===== src/rtl/hazard_scoreboard_if.sv =====
// Hazard/scoreboard bus: ID/EX pipeline info in, stall/flush/divide status out.
// master drives the pipeline side; slave is the scoreboard.
interface hazard_scoreboard_if;
  logic [4:0]  rs1_id;
  logic [4:0]  rs2_id;
  logic        rs1_used;
  logic        rs2_used;
  logic [4:0]  rd_id;
  logic        reg_file_wr_id;
  logic        div_id;
  logic [4:0]  rd_ex;
  logic        mem_read_ex;
  logic        div_issue_ex;
  logic        branch_taken_ex;
  logic        stall_if;
  logic        stall_id;
  logic        flush_id;
  logic        flush_ex;
  logic        div_busy;
  logic [4:0]  pending_rd;
  logic        div_wb_valid;
  logic [31:0] stall_count;

  modport master (
    output rs1_id, rs2_id, rs1_used, rs2_used, rd_id, reg_file_wr_id, div_id,
           rd_ex, mem_read_ex, div_issue_ex, branch_taken_ex,
    input  stall_if, stall_id, flush_id, flush_ex, div_busy, pending_rd,
           div_wb_valid, stall_count
  );

  modport slave (
    input  rs1_id, rs2_id, rs1_used, rs2_used, rd_id, reg_file_wr_id, div_id,
           rd_ex, mem_read_ex, div_issue_ex, branch_taken_ex,
    output stall_if, stall_id, flush_id, flush_ex, div_busy, pending_rd,
           div_wb_valid, stall_count
  );
endinterface


===== src/rtl/hazard_scoreboard.sv =====
// Pipeline hazard unit: load-use and multi-cycle divide scoreboard driving
// stall/flush controls, plus a saturating stall-cycle counter.
module hazard_scoreboard #(
  parameter int DIV_LATENCY = 32
) (
  input logic                clk,
  input logic                rst_n,
  hazard_scoreboard_if.slave bus
);

  localparam int CNT_W = (DIV_LATENCY > 2) ? $clog2(DIV_LATENCY) : 1;
  localparam logic [CNT_W-1:0] CNT_INIT = CNT_W'(DIV_LATENCY - 1);

  typedef enum logic [1:0] {S_IDLE, S_BUSY, S_WB} state_t;

  state_t           r_state;
  logic [CNT_W-1:0] r_cnt;
  logic [4:0]       r_pending_rd;
  logic             r_div_busy;
  logic             r_div_wb;
  logic [31:0]      r_stall_count;

  logic w_load_use;
  logic w_raw_div;
  logic w_waw_div;
  logic w_struct_div;
  logic w_hazard;
  logic w_branch;
  logic w_stall;

  function automatic logic [31:0] f_sat_inc(input logic [31:0] v);
    return (v == 32'hFFFF_FFFF) ? v : v + 32'd1;
  endfunction

  // x0 is hardwired, so a zero destination can never be a dependency.
  function automatic logic f_src_match(input logic [4:0] rs, input logic used,
                                       input logic [4:0] rd);
    return used && (rd != 5'd0) && (rs == rd);
  endfunction

  assign w_load_use   = bus.mem_read_ex &&
                        (f_src_match(bus.rs1_id, bus.rs1_used, bus.rd_ex) ||
                         f_src_match(bus.rs2_id, bus.rs2_used, bus.rd_ex));
  assign w_raw_div    = r_div_busy &&
                        (f_src_match(bus.rs1_id, bus.rs1_used, r_pending_rd) ||
                         f_src_match(bus.rs2_id, bus.rs2_used, r_pending_rd));
  assign w_waw_div    = r_div_busy && bus.reg_file_wr_id &&
                        (bus.rd_id != 5'd0) && (bus.rd_id == r_pending_rd);
  // A second divide in ID must wait for the divider to drain, like a RAW stall.
  assign w_struct_div = r_div_busy && bus.div_id && bus.reg_file_wr_id;
  assign w_hazard     = w_load_use | w_raw_div | w_waw_div | w_struct_div;

  // Controls are forced low while reset is held; a taken branch overrides stalls.
  assign w_branch = rst_n & bus.branch_taken_ex;
  assign w_stall  = rst_n & w_hazard & ~bus.branch_taken_ex;

  assign bus.stall_if     = w_stall;
  assign bus.stall_id     = w_stall;
  assign bus.flush_id     = w_branch;
  assign bus.flush_ex     = w_stall | w_branch;
  assign bus.div_busy     = r_div_busy;
  assign bus.pending_rd   = r_pending_rd;
  assign bus.div_wb_valid = r_div_wb;
  assign bus.stall_count  = r_stall_count;

  // The divide in EX is already older than any flush this unit raises, so
  // div_issue_ex is taken as-is; a branch never cancels an in-flight divide.
  always_ff @(posedge clk or negedge rst_n) begin
    if (!rst_n) begin
      r_state       <= S_IDLE;
      r_cnt         <= '0;
      r_pending_rd  <= '0;
      r_div_busy    <= 1'b0;
      r_div_wb      <= 1'b0;
      r_stall_count <= '0;
    end else begin
      if (w_stall) r_stall_count <= f_sat_inc(r_stall_count);
      r_div_wb <= 1'b0;
      case (r_state)
        S_IDLE, S_WB: begin
          if (bus.div_issue_ex) begin
            r_pending_rd <= bus.rd_ex;
            r_cnt        <= CNT_INIT;
            r_div_busy   <= 1'b1;
            if (DIV_LATENCY == 1) begin
              r_state  <= S_WB;
              r_div_wb <= 1'b1;
            end else begin
              r_state <= S_BUSY;
            end
          end else begin
            r_state    <= S_IDLE;
            r_div_busy <= 1'b0;
          end
        end
        S_BUSY: begin
          // Issue here is illegal and ignored; WB lands DIV_LATENCY cycles after issue.
          if (r_cnt <= CNT_W'(1)) begin
            r_state  <= S_WB;
            r_cnt    <= '0;
            r_div_wb <= 1'b1;
          end else begin
            r_cnt <= r_cnt - 1'b1;
          end
        end
        default: begin
          r_state    <= S_IDLE;
          r_div_busy <= 1'b0;
        end
      endcase
    end
  end

endmodule


===== src/flat_wrapper.sv =====
// flat-port wrapper written by rule: the top's interface ports become plain ports
module hazard_scoreboard_flat 
#(
  parameter int DIV_LATENCY = 32
)
  (clk, rst_n, bus_rs1_id, bus_rs2_id, bus_rs1_used, bus_rs2_used, bus_rd_id, bus_reg_file_wr_id, bus_div_id, bus_rd_ex, bus_mem_read_ex, bus_div_issue_ex, bus_branch_taken_ex, bus_stall_if, bus_stall_id, bus_flush_id, bus_flush_ex, bus_div_busy, bus_pending_rd, bus_div_wb_valid, bus_stall_count);
  hazard_scoreboard_if bus_i ();
  input logic clk;
  input logic rst_n;
  input wire logic [$bits(bus_i.rs1_id)-1:0] bus_rs1_id;
  input wire logic [$bits(bus_i.rs2_id)-1:0] bus_rs2_id;
  input wire logic [$bits(bus_i.rs1_used)-1:0] bus_rs1_used;
  input wire logic [$bits(bus_i.rs2_used)-1:0] bus_rs2_used;
  input wire logic [$bits(bus_i.rd_id)-1:0] bus_rd_id;
  input wire logic [$bits(bus_i.reg_file_wr_id)-1:0] bus_reg_file_wr_id;
  input wire logic [$bits(bus_i.div_id)-1:0] bus_div_id;
  input wire logic [$bits(bus_i.rd_ex)-1:0] bus_rd_ex;
  input wire logic [$bits(bus_i.mem_read_ex)-1:0] bus_mem_read_ex;
  input wire logic [$bits(bus_i.div_issue_ex)-1:0] bus_div_issue_ex;
  input wire logic [$bits(bus_i.branch_taken_ex)-1:0] bus_branch_taken_ex;
  output wire logic [$bits(bus_i.stall_if)-1:0] bus_stall_if;
  output wire logic [$bits(bus_i.stall_id)-1:0] bus_stall_id;
  output wire logic [$bits(bus_i.flush_id)-1:0] bus_flush_id;
  output wire logic [$bits(bus_i.flush_ex)-1:0] bus_flush_ex;
  output wire logic [$bits(bus_i.div_busy)-1:0] bus_div_busy;
  output wire logic [$bits(bus_i.pending_rd)-1:0] bus_pending_rd;
  output wire logic [$bits(bus_i.div_wb_valid)-1:0] bus_div_wb_valid;
  output wire logic [$bits(bus_i.stall_count)-1:0] bus_stall_count;
  assign bus_i.rs1_id = bus_rs1_id;
  assign bus_i.rs2_id = bus_rs2_id;
  assign bus_i.rs1_used = bus_rs1_used;
  assign bus_i.rs2_used = bus_rs2_used;
  assign bus_i.rd_id = bus_rd_id;
  assign bus_i.reg_file_wr_id = bus_reg_file_wr_id;
  assign bus_i.div_id = bus_div_id;
  assign bus_i.rd_ex = bus_rd_ex;
  assign bus_i.mem_read_ex = bus_mem_read_ex;
  assign bus_i.div_issue_ex = bus_div_issue_ex;
  assign bus_i.branch_taken_ex = bus_branch_taken_ex;
  assign bus_stall_if = bus_i.stall_if;
  assign bus_stall_id = bus_i.stall_id;
  assign bus_flush_id = bus_i.flush_id;
  assign bus_flush_ex = bus_i.flush_ex;
  assign bus_div_busy = bus_i.div_busy;
  assign bus_pending_rd = bus_i.pending_rd;
  assign bus_div_wb_valid = bus_i.div_wb_valid;
  assign bus_stall_count = bus_i.stall_count;
  hazard_scoreboard #(.DIV_LATENCY(DIV_LATENCY)) u_core (.clk(clk), .rst_n(rst_n), .bus(bus_i));
endmodule

===== config.mk =====
export PLATFORM = sky130hd
export DESIGN_NAME = hazard_scoreboard_flat
export DESIGN_NICKNAME = d
export VERILOG_FILES = /design/src/rtl/hazard_scoreboard_if.sv /design/src/rtl/hazard_scoreboard.sv /design/src/flat_wrapper.sv
export SDC_FILE = /design/constraint.sdc
export NUM_CORES = 1
export LEC_CHECK = 0
export BUFFER_PORTS_ARGS = -buffer_cell sky130_fd_sc_hd__buf_2
export CORE_AREA = 2 2 82 84
export DETAILED_ROUTE_END_ITERATION = 8
export DIE_AREA = 0 0 84 86
export GPL_TIMING_DRIVEN = 1
export PLACE_DENSITY_LB_ADDON = 0.05
export SETUP_SLACK_MARGIN = 0.4
export SKIP_CTS_REPAIR_TIMING = 1
export SYNTH_ARGS = -nofsm -noshare
export SYNTH_HDL_FRONTEND = slang
export SYNTH_SLANG_ARGS = --single-unit

===== constraint.sdc =====
create_clock -name clk -period 1.8 [get_ports clk]
set_input_delay 0.36 -clock clk [delete_from_list [all_inputs] [get_ports clk]]
set_output_delay 0.36 -clock clk [all_outputs]
set_load 0.05 [all_outputs]

==> results.toml <==
[logic_synthesis]
synth-seq-cells = 46
yosysWarnings = 0
synth_ff_type = "dfrtp_1"
synth-compound-area-share_pct = 6.799
synthAdderAreaFrac_pct = 1.522
yosysUniqueCellTypes = 36
synth_top_family_by_area = "simple AND/OR/NAND/NOR gates"
synth_enable_flop_cells = 0
syn_area_per_cell_um2 = 10.49
ys_seq_area_share_pct = 46.68
syn_nets = 267
synth.area.mux_share_pct = 2.892
synthCells = 235
synth_area_um2 = 2466
synth-simple-area-share_pct = 20.90
synth_xor_xnor_area_share_pct = 19.53
async_flop_share_pct = 100.0

[setup_path]
worstPathRequired_ns = 1.44
endpoint_kind = "primary output"
r2r_slack_ns = -0.34
cp.arrival_ns = 2.03
start_kind = "flop"
reg2reg_depth = 8
startpoint = "u_core.bus.pending_rd[0]"
crit_end = "bus_flush_ex"
r2r-end = "u_core.bus.stall_count[1]"
cp_max_fo = 5
rr_startpoint = "u_core.bus.pending_rd[2]"
worstSetupPathType = "flop to primary output"

[clock_network]
clockBufferDepth = 2
cts.sinks = 46
htreeDepth = 2
cts_tree = "yes"
cts_buffers = 5
clk_latency_ns = 0.30
clk_pin_slew_ns = 0.09
ctsRootBufferMaster = "clkbuf_8"

[route]
dr.pass1.iters = 4
wl_per_cell_um = 14.67
detail-route-antenna-nets = 0
drtIter0Drc = 93
vias = 2273
drc = 0
via_per_inst = 4.996
wirelength_um = 6677

[placement]
place.gp.congestion = 0.8227
dp_hpwl_um = 4773
dp_cells = 439
io_buffers = 71
place_area_um2 = 3450
dp_slack_ns = -0.4420

[cells_and_area]
seq_area_um2 = 1176
stdcell_count = 455
layout_commonest_cell = "buf_4"
postLayoutCoreUtil_pct = 65.02
n_fill_cell = 519
multi_input_area_um2 = 1514
design_area_um2 = 4081
antenna_cells = 0
fin_nets = 409
layout_common_cells = "buf_4 (52), buf_2 (36), buf_6 (33)"
post_route_cells_drive_above_1_share_pct = 56.88
area_delta_synth_final_pct = 65.50

[global_route]
grt_pass1_vias = 2203
grt_pass1_wl_um = 10360
grt_max_degree = 29
antenna_found_initial = 0
grtUsageTotal_pct = 17.85
grt_overflow = 0

[sta]
finalSetupViolations = 35
skew_ns = 0.008099
tightestPinTransition_ns = 0.5608
max_slew_margin_pct = 62.49
fmax_ghz = 0.4179
finalHoldViolations = 0
finalCritPeriodShare_pct = 132.9
fin_crit_ns = 2.393
rsz0062_at_grt = "true"
fin_ws_ns = -0.5930
report.final.slew_viol_count = 0

[power]
total_power_mw = 4.203
ir_drop_mv = 0.7760
p_leak_nw = 1.937
p_per_area_nw_per_um2 = 1030

[run_status]
violations = "negative setup slack"
status = "finished with violations"

[job]
cap_viol_max_count = 0

[die]
die_area_um2 = 7224
rows = 29
initial_core_util_pct = 39.29
ios = 72
core_area_um2 = 6277
die_w_um = 84
fp.dieH_um = 86

[hold_path]
hold_path.class = "primary input to asynchronous set/reset pin"
==> routing by layer <==
metal	track usage, %	part of all wire, %
met5	0	0
met4	3.812	0.63
met3	3.754	3.9
met2	28.73	48
met1	25.08	48
==> through the flow <==
stage,setup TNS [ns],hold slack (ns)
finish,-9.962,0.2114
global placement,-10.76,0.3757
CTS,-11.36,0.03655
floorplan,-7.943,0.06441
detailed placement,-11.19,0.3647
global route,-14.12,0.2334
==> worst min path at each step <==
| stage | end | cells after the start | start | slack, ns |
|---|---|---|---|---|
| floorplan | u_core.bus.div_busy | 0 | rst_n | 0.06 |
| global placement | u_core.bus.stall_count[24] | 2 | rst_n | 0.38 |
| detailed placement | u_core.bus.stall_count[26] | 2 | rst_n | 0.36 |
| CTS | u_core.bus.stall_count[24] | 2 | rst_n | 0.04 |
| global route | u_core.bus.div_busy | 3 | rst_n | 0.23 |
| finish | u_core.bus.stall_count[3] | 3 | rst_n | 0.21 |
==> state kept, by name, summed over array words and instances (netlist names) <==
register	flops
u_core.bus.stall_count	32
u_core.bus.div_wb_valid	1
u_core.r_cnt	5
u_core.bus.div_busy	1
u_core.r_state	2
u_core.bus.pending_rd	5
==> worst max-delay path: stages (launching register included) <==
cell	delay [ns]
dfrtp_2	0.45
or4_1	0.55
o21ai_2	0.17
o21ai_2	0.10
o31a_2	0.32
buf_6	0.16
==> synthesized netlist by cell type (all sizes together) (3+ instances only) <==
library cell | instances | area [um^2]
nand2b | 4 | 25.02
and4 | 3 | 26.28
inv | 3 | 11.26
nand3 | 11 | 55.05
ha | 3 | 37.54
nor2 | 8 | 30.03
o31ai | 4 | 30.03
buf | 3 | 26.27
nor3 | 7 | 35.03
xnor2 | 24 | 210.2
and2 | 6 | 37.54
nor4 | 8 | 50.05
and3 | 11 | 73.82
nand2 | 18 | 67.56
xor2 | 31 | 271.5
a21oi | 5 | 28.78
nand4 | 12 | 75.07
mux2 | 6 | 71.31
dfrtp | 46 | 1151
o21ai | 8 | 51.30
==> area by class of cell <==
type	instances	share of cell area [%]
multi-input combinational	182	37.09
timing repair buffer	139	29.22
sequential	46	28.82
tap	77	2.361
clock buffer	7	2.115
inverter	3	0.2759
clock inverter	1	0.1226
==> report_power, final <==
| group | switching (mW) | internal [mW] | total [mW] |
|---|---|---|---|
| registers | 0.237 | 1.23 | 1.47 |
| logic | 1.08 | 0.995 | 2.07 |
| clock network | 0.346 | 0.311 | 0.656 |
| total | 1.66 | 2.54 | 4.20 |
==> logic make-up after synthesis <==
family | count (synthesis)
adders and majority gates | 3
AOI/OAI and AO/OA | 24
buffers and inverters | 7
xor gates and xnor gates | 55
and+or+nand+nor | 94
muxes | 6
DFF | 46
Note: power is estimated with default switching activity, not from simulation.
